`src/rtl/spike_rate_encoder.sv`:
```
// Rate-coding front end: eight phase-accumulator spike channels with
// double-buffered rates that switch over only at frame boundaries.
module spike_rate_encoder #(
  parameter int CHANNELS = 8,
  parameter int RATE_W   = 8,
  parameter int WINDOW   = 256
) (
  input  logic                clk,
  input  logic                rst,
  input  logic                ena,
  input  logic                wr_en,
  input  logic [2:0]          wr_addr,
  input  logic [RATE_W-1:0]   wr_data,
  input  logic                commit,
  output logic [CHANNELS-1:0] spike_out,
  output logic                frame_tick,
  output logic                pending
);

  localparam int              FC_W    = $clog2(WINDOW);
  localparam logic [FC_W-1:0] FC_LAST = FC_W'(WINDOW - 1);

  logic [RATE_W-1:0] shadow_r [CHANNELS];
  logic [RATE_W-1:0] active_r [CHANNELS];
  logic [RATE_W-1:0] acc_r    [CHANNELS];
  logic [FC_W-1:0]   fc_r;
  logic [RATE_W:0]   sum_s    [CHANNELS];
  logic              boundary_s;
  logic              apply_s;

  // Phase sums and frame-boundary decode
  always_comb begin
    boundary_s = ena && (fc_r == FC_LAST);
    apply_s    = boundary_s && (pending || commit);
    for (int i = 0; i < CHANNELS; i++) begin
      sum_s[i] = {1'b0, acc_r[i]} + {1'b0, active_r[i]};
    end
  end

  // Shadow and active rate registers
  always_ff @(posedge clk) begin
    if (rst) begin
      for (int i = 0; i < CHANNELS; i++) begin
        shadow_r[i] <= '0;
        active_r[i] <= '0;
      end
    end else begin
      for (int i = 0; i < CHANNELS; i++) begin
        // Addresses at or beyond CHANNELS match no channel and are dropped.
        if (wr_en && (int'(wr_addr) == i)) begin
          shadow_r[i] <= wr_data;
        end
        // Non-blocking read takes the shadow value from before a same-cycle write.
        if (apply_s) begin
          active_r[i] <= shadow_r[i];
        end
      end
    end
  end

  // Accumulators, spike outputs and frame counter
  always_ff @(posedge clk) begin
    if (rst) begin
      for (int i = 0; i < CHANNELS; i++) begin
        acc_r[i] <= '0;
      end
      spike_out  <= '0;
      frame_tick <= 1'b0;
      fc_r       <= '0;
    end else if (ena) begin
      for (int i = 0; i < CHANNELS; i++) begin
        spike_out[i] <= sum_s[i][RATE_W];
        // A rate switch restarts every phase so the new frame's counts are exact.
        acc_r[i]     <= apply_s ? '0 : sum_s[i][RATE_W-1:0];
      end
      frame_tick <= boundary_s;
      fc_r       <= boundary_s ? '0 : fc_r + FC_W'(1);
    end else begin
      spike_out  <= '0;
      frame_tick <= 1'b0;
    end
  end

  // Outstanding commit request
  always_ff @(posedge clk) begin
    if (rst) begin
      pending <= 1'b0;
    end else if (apply_s) begin
      pending <= 1'b0;
    end else if (commit) begin
      pending <= 1'b1;
    end else begin
      pending <= pending;
    end
  end

endmodule

```
`config.mk`:
```
export PLATFORM = sky130hd
export DESIGN_NAME = spike_rate_encoder
export DESIGN_NICKNAME = d
export VERILOG_FILES = /design/src/rtl/spike_rate_encoder.sv
export SDC_FILE = /design/constraint.sdc
export NUM_CORES = 1
export LEC_CHECK = 0
export ABC_AREA = 1
export BUFFER_PORTS_ARGS = -buffer_cell sky130_fd_sc_hd__buf_4
export CORE_ASPECT_RATIO = 1.4
export CORE_MARGIN = 2
export CORE_UTILIZATION = 24
export DETAILED_ROUTE_END_ITERATION = 12
export HOLD_SLACK_MARGIN = 0.02
export REMOVE_ABC_BUFFERS = 1
export SYNTH_ARGS = -nofsm -noshare
export SYNTH_HDL_FRONTEND = slang
export SYNTH_SLANG_ARGS = --single-unit
```
`constraint.sdc`:
```
create_clock -name clk -period 3.74 [get_ports clk]
set_clock_uncertainty 0.05 [all_clocks]
set_input_delay 0.748 -clock clk [delete_from_list [all_inputs] [get_ports clk]]
set_output_delay 0.748 -clock clk [all_outputs]
set_load 0.005 [all_outputs]
```
==> results.sh <==
export IMPL_cap_viol_max_count=0
export IMPL_nNetsFinal=1213
export IMPL_p_comb_frac=0.143
export IMPL_rows=91
export IMPL_drt_pass1_iter_count=4
export IMPL_rsz0062_at_grt="no"
export IMPL_post_route_util=0.2780
export IMPL_clock_tree_root="sky130_fd_sc_hd__clkbuf_16"
export IMPL_fin_setup_tns_ns=0
export IMPL_cts_sink_count=210
export IMPL_initialDrtViolationCount=316
export IMPL_setup_violations=0
export IMPL_antenna_diode_count=0
export IMPL_postCtsSetupRepairBufs=0
export IMPL_layout_common_cells="214 x sky130_fd_sc_hd__inv_1, 192 x sky130_fd_sc_hd__edfxtp_1, 189 x sky130_fd_sc_hd__nand2_1"
export IMPL_gr_usage_all_layers=0.08777
export IMPL_final_min_clock_period_ns=2.168
export IMPL_globalRouteOverflowTotal=0
export IMPL_antenna_found_initial=0
export IMPL_power_net_switching_mw=1.477
export IMPL_internal_power_mw=4.308
export IMPL_final_min_period_over_clock_period=0.5796
export IMPL_ratio_of_cells_with_drive_above_1_in_the_final_layout=0.08612
export IMPL_hold_path_end="fc_r[7]"
export IMPL_critPathCaptureType="flip-flop"
export IMPL_synth_area_leaders="sky130_fd_sc_hd__edfxtp_1 54%, sky130_fd_sc_hd__ha_1 7.6%, sky130_fd_sc_hd__inv_1 7.5%, sky130_fd_sc_hd__nand2_1 6.7%, sky130_fd_sc_hd__nor2_1 6.2%"
export IMPL_place_ws_ns=1.255
export IMPL_placement_io_buffers=25
export IMPL_synthesis_yosys_warnings=0
export IMPL_ff2ff_setup_slack_ns=1.57
export IMPL_design_area_sq_mm=0.01222
export IMPL_power_leakage_nw=5.411
export IMPL_pin_count_of_the_biggest_net_entering_global_routing=78
export IMPL_synth_area_leader_cell="sky130_fd_sc_hd__edfxtp_1"
export IMPL_floorplan_die_area_sq_mm=0.04611
export IMPL_hold_path_class="reg -> reg"
export IMPL_holdPathStages=2
export IMPL_core_sq_mm=0.04395
export IMPL_detail_route_wl_per_cell_um=11.91
export IMPL_timing_fmax_mhz=461.3
export IMPL_synthCells=1082
export IMPL_placed_cells_incl_taps=1660
export IMPL_first_global_vias=6825
export IMPL_power_clock_fraction=0.367
export IMPL_h_tree_depth=1
export IMPL_critical_path_class="reg -> reg"
export IMPL_worst_ep_arrival_time_ns=2.36
export IMPL_r2r_end="acc_r[0][19]"
export IMPL_clk_pin_slew_worst_paths_ns=0.06
export IMPL_synth_seq_cells=210
export IMPL_drcViolationCount=0
export IMPL_number_of_max_slew_violations_in_the_final_report=0
export IMPL_syn_area_sq_mm=0.01065
export IMPL_critical_path_max_fanout=25
export IMPL_cts_hold_repair_buffers=0
export IMPL_vdd_drop_max_mv=0.4049
export IMPL_synth_seq_area_share=0.5751
export IMPL_startpoint_type="flip-flop"
export IMPL_layout_commonest_cell="sky130_fd_sc_hd__inv_1"
export IMPL_reg2reg_depth=7
export IMPL_placed_cell_area_sq_mm=0.01154
export IMPL_p_seq_frac=0.490
export IMPL_synthToLayoutAreaGrowth_pct=14.71
export IMPL_top_level_ports=26
export IMPL_effective_utilization_at_floorplan=0.2424
export IMPL_final_fill_count=4623
export IMPL_detail_route_antenna_nets=0
export IMPL_run_status="completed"
export IMPL_gpl_final_weighted_congestion=0.7983
export IMPL_power_per_cell_area_mw_per_mm2=473.5
export IMPL_clockBufferDepth=3
export IMPL_vias=6933
export IMPL_tritoncts_num_buffers=20
export IMPL_synth_cell_types=29
export IMPL_synthDominantCellAreaShare=0.5413
export IMPL_reg2reg_from="fc_r[1]"
export IMPL_global_route_wire_length_before_repair_um=32840
export IMPL_dp_hpwl_um=14150
export IMPL_die_height_um=253.3
export IMPL_fp_dieW_um=182.0
export IMPL_cts_tree="built"
export IMPL_cts_resized=0
export IMPL_worst_slack_ns=1.572
export IMPL_min_from="fc_r[7]"
export IMPL_worst_slew_pin_slew_ns=0.9838
export IMPL_synth_area_per_cell_sq_um=9.844
export IMPL_worst_ep_required_time_ns=3.93
export IMPL_worstSkewPairLatency_ns=0.50
export IMPL_vias_per_cell=4.088
export IMPL_timing_critical_path_from="fc_r[1]"
export IMPL_timing_slew_headroom=0.3372
export IMPL_stdcell_count=1696
export IMPL_report_final_hold_viol_count=0
export IMPL_wl_um=20200
export IMPL_power_switching_fraction=0.2554
-- metal layers --
metal,wire [um],global-route usage,vias up,part of all wire
met2,10270,0.1626,107,0.51
met1,8632,0.1010,3206,0.43
li1,-,-,3583,-
met4,717,0.04009,0,0.035
met5,0,0,-,0
met3,578,0.009492,37,0.029
-- kinds of logic after synthesis --
| kind of cell | count (synthesis) | synth area share |
|---|---|---|
| AND/OR/NAND/NOR | 466 | 0.1921 |
| buffers and inverters | 230 | 0.08599 |
| flip-flops | 210 | 0.5751 |
| AO/OA/AOI/OAI | 90 | 0.04476 |
| adder cells (fa/ha/maj) | 73 | 0.09139 |
| XOR/XNOR | 13 | 0.01069 |
-- how the worst max path moves through the flow --
stage / to / slack (ns) / cells after the start
after global routing: acc_r[0][31] / 1.36 / 8
after floorplan: active_r[0][0] / 0.23 / 4
final: acc_r[0][19] / 1.57 / 7
after CTS: acc_r[1][6] / 1.54 / 8
after detailed placement: shadow_r[0][24] / 1.25 / 4
after global placement: shadow_r[0][24] / 1.34 / 4
-- sequential cells by signal, summed over array words and instances (netlist names) --
signal and flops:
pending 1, fc_r 8, frame_tick 1, active_r 64
acc_r 64, spike_out 8, shadow_r 64
-- worst max-delay path: stages, from the launching register on --
cell and delay (ns):
sky130_fd_sc_hd__dfxtp_1 0.37, sky130_fd_sc_hd__ha_1 0.19, sky130_fd_sc_hd__nand2_1 0.10, sky130_fd_sc_hd__nor2_1 0.14, sky130_fd_sc_hd__nand2_2 0.14, sky130_fd_sc_hd__o21ai_2 0.41, sky130_fd_sc_hd__buf_4 0.39, sky130_fd_sc_hd__nor2_1 0.09
-- per-stage QoR --
| step | hold slack (ns) | power, mW |
|---|---|---|
| final | 0.4043 | 5.785 |
| after global routing | 0.4172 | 6.057 |
| after CTS | 0.4052 | 5.856 |
| after detailed placement | 0.3954 | 3.721 |
| after global placement | 0.3891 | 3.697 |
| after floorplan | 0.3733 | 3.494 |
-- power groups by stage --
stage                     registers (mW)  clock network [mW]  logic [mW]
final                               2.84                2.12       0.827
after global placement              2.89                   0       0.811
after CTS                           2.84                2.18       0.836
after detailed placement            2.89                   0       0.829
after floorplan                     2.86                   0       0.630
after global routing                2.86                2.24       0.957
-- synthesized netlist by cell type --
cell,n
sky130_fd_sc_hd__nand2_1,190
sky130_fd_sc_hd__nor2_4,22
sky130_fd_sc_hd__nor2_2,1
sky130_fd_sc_hd__nand3_1,48
sky130_fd_sc_hd__inv_1,214
sky130_fd_sc_hd__buf_12,2
sky130_fd_sc_hd__fa_1,8
sky130_fd_sc_hd__dfxtp_1,18
sky130_fd_sc_hd__o21ai_2,3
sky130_fd_sc_hd__clkbuf_1,2
sky130_fd_sc_hd__buf_4,2
sky130_fd_sc_hd__o21a_1,5
sky130_fd_sc_hd__buf_2,4
sky130_fd_sc_hd__buf_1,3
sky130_fd_sc_hd__nand4_1,19
sky130_fd_sc_hd__or2_2,4
sky130_fd_sc_hd__xnor2_1,2
sky130_fd_sc_hd__edfxtp_1,192
sky130_fd_sc_hd__nor2_1,177
sky130_fd_sc_hd__xor2_1,11
sky130_fd_sc_hd__o21ai_0,8
sky130_fd_sc_hd__inv_2,2
sky130_fd_sc_hd__nor3_1,2
sky130_fd_sc_hd__a211oi_1,1
sky130_fd_sc_hd__a21oi_1,73
sky130_fd_sc_hd__nand2_2,2
sky130_fd_sc_hd__nor3b_1,1
sky130_fd_sc_hd__buf_6,1
sky130_fd_sc_hd__ha_1,65
-- area by class of cell --
class | count | area [sq um] | area share
clock inverters | 11 | 135.1 | 0.01106
repair buffers | 34 | 280.3 | 0.02294
clock buffers | 25 | 540.5 | 0.04424
inverters | 216 | 810.8 | 0.06636
well taps | 558 | 698.2 | 0.05714
flip-flops and latches | 210 | 6126 | 0.5014
multi-input cells | 642 | 3627 | 0.2969
Note: power is estimated with default switching activity, not from simulation.
